==> src/rtl/ncluster_frame_tx.sv <==
// ncluster_frame_tx: cluster-frame link transmitter (header, nturn data words, optional XOR trailer under NCLUSTER_TX_TRAILER_EN)
module ncluster_frame_tx #(
  parameter logic [12:0] MAX_NCLUSTER = 13'd8191
) (
  input  logic        clk,
  input  logic        rst,
  input  logic        start,
  input  logic [12:0] ncluster_in,
  input  logic [9:0]  user_in,
  input  logic [37:0] cl_data,
  input  logic        cl_valid,
  output logic        cl_ready,
  output logic [37:0] out_data,
  output logic        out_valid,
  input  logic        out_ready,
  output logic        out_is_hdr,
  output logic [14:0] nturn_out,
  output logic        busy,
  output logic        done,
  output logic        err_clamp
);
  typedef enum logic [2:0] {IDLE, HDR, DATA, TRAIL, DONE} state_t;
`ifdef NCLUSTER_TX_TRAILER_EN
  localparam state_t S_AFTER = TRAIL;
`else
  localparam state_t S_AFTER = DONE;
`endif
  state_t      r_state, w_state_nx;
  logic [12:0] r_n;
  logic [14:0] r_rem;
  logic [37:0] r_out_data;
  logic        r_out_valid, r_is_hdr, r_err;
  logic [13:0] w_diff;
  logic [12:0] w_n;
  logic        w_clamp, w_take, w_leave, w_fin;
`ifdef NCLUSTER_TX_TRAILER_EN
  logic [37:0] r_acc;
`endif
  // clamp by sign of MAX - request, avoiding a compare that is constant at the default MAX
  assign w_diff    = {1'b0, MAX_NCLUSTER} - {1'b0, ncluster_in};
  assign w_clamp   = w_diff[13];
  assign w_n       = w_clamp ? MAX_NCLUSTER : ncluster_in;
  assign cl_ready  = (r_state == DATA) && (r_rem != 15'd0) && (!r_out_valid || out_ready);
  assign w_take    = cl_valid && cl_ready;
  assign w_leave   = r_out_valid && out_ready;
  assign w_fin     = (r_rem == 15'd0) && (!r_out_valid || out_ready);
  assign out_data  = r_out_data;
  assign out_valid = r_out_valid;
  assign out_is_hdr = r_is_hdr;
  assign nturn_out = r_is_hdr ? {r_n, 2'b00} : 15'd0;
  assign err_clamp = r_err;
  assign busy      = (r_state == HDR) || (r_state == DATA) || (r_state == TRAIL);
  assign done      = r_state == DONE;
  // state register
  always_ff @(posedge clk)
    r_state <= rst ? IDLE : w_state_nx;
  // frame sequencing: header, data until counter drains and the last word leaves, then trailer/done
  always_comb begin
    w_state_nx = r_state;
    case (r_state)
      IDLE:    w_state_nx = start ? HDR : IDLE;
      HDR:     w_state_nx = out_ready ? ((r_rem == 15'd0) ? S_AFTER : DATA) : HDR;
      DATA:    w_state_nx = w_fin ? S_AFTER : DATA;
      TRAIL:   w_state_nx = out_ready ? DONE : TRAIL;
      DONE:    w_state_nx = IDLE;
      default: w_state_nx = IDLE;
    endcase
  end
  // output register: loads header on start, upstream words on accept, trailer on entry to TRAIL
  always_ff @(posedge clk) begin
    if (rst) begin
      r_n         <= '0;
      r_rem       <= '0;
      r_out_data  <= '0;
      r_out_valid <= 1'b0;
      r_is_hdr    <= 1'b0;
      r_err       <= 1'b0;
`ifdef NCLUSTER_TX_TRAILER_EN
      r_acc       <= '0;
`endif
    end else if (r_state == IDLE && start) begin
      r_n         <= w_n;
      r_rem       <= {w_n, 2'b00};
      r_err       <= r_err | w_clamp;
      r_out_data  <= {1'b0, 11'h7FF, user_in, 16'hAAAA};
      r_out_valid <= 1'b1;
      r_is_hdr    <= 1'b1;
`ifdef NCLUSTER_TX_TRAILER_EN
      r_acc       <= '0;
`endif
    end else if (w_take) begin
      r_rem       <= r_rem - 15'd1;
      r_out_data  <= cl_data;
      r_out_valid <= 1'b1;
      r_is_hdr    <= 1'b0;
`ifdef NCLUSTER_TX_TRAILER_EN
      r_acc       <= r_acc ^ cl_data;
    end else if (w_state_nx == TRAIL && r_state != TRAIL) begin
      r_out_data  <= r_acc;
      r_out_valid <= 1'b1;
      r_is_hdr    <= 1'b0;
`endif
    end else if (w_leave) begin
      r_out_valid <= 1'b0;
      r_is_hdr    <= 1'b0;
    end
  end
endmodule

==> config.mk <==
export PLATFORM = sky130hd
export DESIGN_NAME = ncluster_frame_tx
export DESIGN_NICKNAME = d
export VERILOG_FILES = /design/src/rtl/ncluster_frame_tx.sv
export SDC_FILE = /design/constraint.sdc
export NUM_CORES = 1
export LEC_CHECK = 0
export CAP_MARGIN = 20
export CORE_MARGIN = 2
export CORE_UTILIZATION = 47
export DETAILED_ROUTE_END_ITERATION = 12
export PLACE_DENSITY = 0.85
export SETUP_SLACK_MARGIN = 0.15
export SYNTH_ARGS = -nofsm -noshare
export SYNTH_HDL_FRONTEND = slang
export SYNTH_SLANG_ARGS = --single-unit
==> constraint.sdc <==
create_clock -name clk -period 5.7 [get_ports clk]
set_input_delay 1.71 -clock clk [delete_from_list [all_inputs] [get_ports clk]]
set_output_delay 1.71 -clock clk [all_outputs]
set_load 0.01 [all_outputs]
Yosys cells after proc, flatten, opt, wreduce, memory -nomap -nowiden:

Index checks and enable logic that the tools add are counted.

* add/subtract/negate cells: 2
* eq/ne operators: 4
* bitwise operators: 1
* reduce and logical (&&, ||, !) cells: 16
* muxes and demuxes: 17

Operators with widths (count)
* 37-bit two-way mux: 2
* 15-bit two-way mux: 3
* 15-bit zero test: 1
* 15-bit nonzero test: 1
* 15-bit by 1-bit subtractor with 15-bit output, second input constant: 1
* 13-bit by 13-bit subtractor with 14-bit output, first input constant: 1
* 13-bit two-way mux: 1
* 3-bit two-way mux: 4
* 3-bit one-hot mux with 4 select lines: 1
* 3-bit by 2-bit == test with 1-bit output, second input constant: 2
* 1-bit logical AND: 6
* 1-bit two-way mux: 6
* 3-bit by 1-bit == test with 1-bit output, second input constant: 1
* 3-bit == test, second input constant: 1
* 3-bit zero test: 1
* 1-bit logical OR: 3
* 3-bit nonzero test: 1
* 2-bit nonzero test: 1
* 2-bit OR reduction: 1
* 1-bit zero test: 1
* 1-bit OR: 1

* output and inout port bits: 59
* flip-flop bits (word level): 72
* logic and storage cells: 49

Longest topological paths before layout:

* word-level depth: 6
* mapped depth: 9
* mapped depth without buffers: 6

Least setup slack after synthesis:

Ideal clock, no wire load.

* kind: input to output
* start: input port out_ready
* end: output port cl_ready
* arrival time: 2157 ps
* path slack: 1833 ps
* path buffers: 0
* required time: 3990 ps
* stages: 3
* cells stage by stage: nand2b_1 > nand3_1 > nor2_1

* longest elaborated chain between the ends: 2

Ends and longest elaborated chain
* start: declaration: RTL line 15 `input logic out_ready,`
* 1-bit logical OR: RTL line 43 `assign cl_ready = (r_state == DATA) && (r_rem != 15'd0) && (!r_out_valid || out_ready);`
* 1-bit logical AND: RTL line 43
* end: declaration: RTL line 12 `output logic cl_ready,`

Every way passes these cells.

Final worst setup path:

Ends and elaborated chain as after synthesis.

==> out/results.tsv <==
metric	value	unit
initial antenna violation count	0	
CTS resizes	0	
Area growth, synth to finish	42.45	%
Worst path most repeated cell	clkdlybuf4s50_1	
Warnings, synthesis	0	
DR WL met2	4.254	mm
core area	6756	sq um
First DRT Iteration DRCs	182	
Rel. slew slack	45.19	%
port buffer count	121	
M1 WL	3.931	mm
boundary pin count	125	
maximum clock rate	0.1984	GHz
Seq/Total Area, Yosys	43.68	%
Leakage	0.001634	uW
CTS Hold Buffers Added	0	
Synth cell types	45	
Avg Synthesized Cell Area	8.177	sq um
CP Max Fanout	7	
final setup vio count	0	
TritonCTS clock tree	built	
Yosys reg bits	71	
Synth area leader	dfxtp_1	
Worst-Skew Late Latency	340	ps
Max-Cap Viols	0	
async set-or-reset flop fraction in the synthesized netlist	0	%
clock skew	10.12	ps
CP bufs+invs	2	
Clock Sinks	71	
top cell type's share of synthesized area	43.68	%
WHS	448.4	ps
antenna-violating nets left	0	
critical path launch point type	input port	
GPL Wtd Cong	0.8389	
Post-synth EDFFs	0	
CP endpoint kind	primary output	
drt pass-1 iters	5	
final max-slew violation count	0	
CP max stage cell	clkdlybuf4s50_1	
Routed met3 length	857	um
RSZ-0062 raised after global routing	no	
Worst Hold Class	reg -> reg	
Syn Std Cell Area	3254	sq um
Required @ worst endpoint	3990	ps
worst path cell trace	clkdlybuf4s50_1 > nand2b_1 > nand3_1 > nor2_1 > clkdlybuf4s50_1	
Num CTS Buffers	9	
top sig layer	met4	
floorplan row count	30	
layout cells sized above 1	6.362	%
Vias	3450	
worst path arrival time	3330	ps
die area	7606	sq um
die width	87.21	um
Avg WL per Cell	15.74	um
Max VDD drop	0.1646	mV
initial core utilization	48.17	%
DRC	0	
htree depth	3	
Synth Instances	398	
vias in the first global route	3095	
final hold violations	0	
first-pass GRT wire length	14.32	mm
Post-synth top cells	dfxtp_1 (71), nor2_1 (44), a21oi_1 (36)	
crit share post-route	88.41	%
Slew @ Worst Pin	810.8	ps
most frequent cell after synthesis	dfxtp_1	
setup TNS	0	ps
drt total wl	9.179	mm
DP Wirelength	5.997	mm
Synth area leaders	dfxtp_1 (44%), a21oi_1 (5.5%), a211oi_1 (5.1%)	
Setup CP Type	in -> out	
Bufs on Longest Clock Path	2	
Primary FF master, synth	dfxtp_1	
Crit path max-delay family	buffers and inverters	
Vias/cell	5.918	
die height	87.21	um
total track usage	23.56	%
GR Overflow Total	0	
CTS Root Cell	clkbuf_8	
largest net degree at the start of global routing	55	
antenna cells	0	
postcts setup bufs	0	
Worst-path clk slew	70	ps
Min Clock Period, post-route	5039	ps
CP peak stage delay	580	ps
PD cells	262.8	nW/um^2
Final #Nets	566	
status	complete, no violations	
per-layer routing:
layer / GRT usage, % / vias to the layer above
met1: 30.56 / 1615
met2: 35.39 / 159
li1: - / 1660
met3: 8.531 / 16
met5: 0 / -
met4: 10.07 / 0
flip-flops by register name, summed over array words and instances, names as in the netlist:
register / flops
r_state: 3
r_rem: 15
r_n: 13
out_data: 38
out_valid: 1
out_is_hdr: 1
final timing paths:
path	slack, ps	endpoint	startpoint	cells after the start
worst min register to register	450	r_n[9]	r_n[9]	2
worst min-delay path	450	r_n[9]	r_n[9]	2
worst max register to register	3080	r_rem[4]	r_rem[0]	7
worst max-delay path	660	cl_ready	out_ready	5
through the flow:
stage | std cells | worst slack [ps] | utilization (%) | total power (uW) | instance area [sq um]
after detailed placement | 567 | 689.7 | 66.04 | 868.7 | 4462
after global routing | 583 | 529.8 | 68.61 | 1276 | 4636
after global placement | 567 | 688.2 | 66.04 | 862.7 | 4462
after floorplan | 400 | 1833 | - | 729.9 | 3262
after CTS | 583 | 664.7 | 68.61 | 1224 | 4636
final | 583 | 660.7 | 68.61 | 1218 | 4636
cell type report:
| class | instances | area [sq um] |
|---|---|---|
| fillers | 558 | 2121 |
| multi-input cells | 284 | 1667 |
| flip-flops and latches | 71 | 1421 |
| repair buffers | 128 | 1259 |
| clock buffers | 10 | 137.6 |
| well taps | 80 | 100.1 |
| clock inverters | 6 | 36.28 |
| inverters | 4 | 15.01 |
where the power goes:
| part | switching, uW | leakage [uW] | internal, uW |
|---|---|---|---|
| sequential | 34.6 | 0.000585 | 539 |
| clock | 188 | 0.0000918 | 167 |
| combinational | 144 | 0.000957 | 145 |
kinds of logic after synthesis:
kind of cell               after synthesis  share of synthesized area, %
buffers and inverters                   45                         5.651
adders and majority gates                2                        0.7688
other                                    1                        0.1152
DFF                                     71                         43.68
AOI/OAI and AO/OA                      117                         24.22
and+or+nand+nor                        162                         25.57
worst min-delay path, delay by kind of cell, from the launching register on:
kind,cells,cell delay (ps)
flip-flops,1,310
AND/OR/NAND/NOR,1,50
AO/OA/AOI/OAI,1,50
layout by cell type, fill, tap and decap left out, drive strengths merged, types with 4 or more instances in the layout:
master and count:
clkdlybuf4s50 120, dfxtp 71, nor2 44, a21oi 36, nand2 30, nor3 24, a211oi 22, and2 14
nand3 13, o21ai 13, a311oi 11, a32oi 10, o211ai 10, clkbuf 10, or4 10, buf 8
o31ai 6, or3 5, clkinv 5, inv 4, nor4 4
No activity file was read; power rests on OpenSTA's default activity.
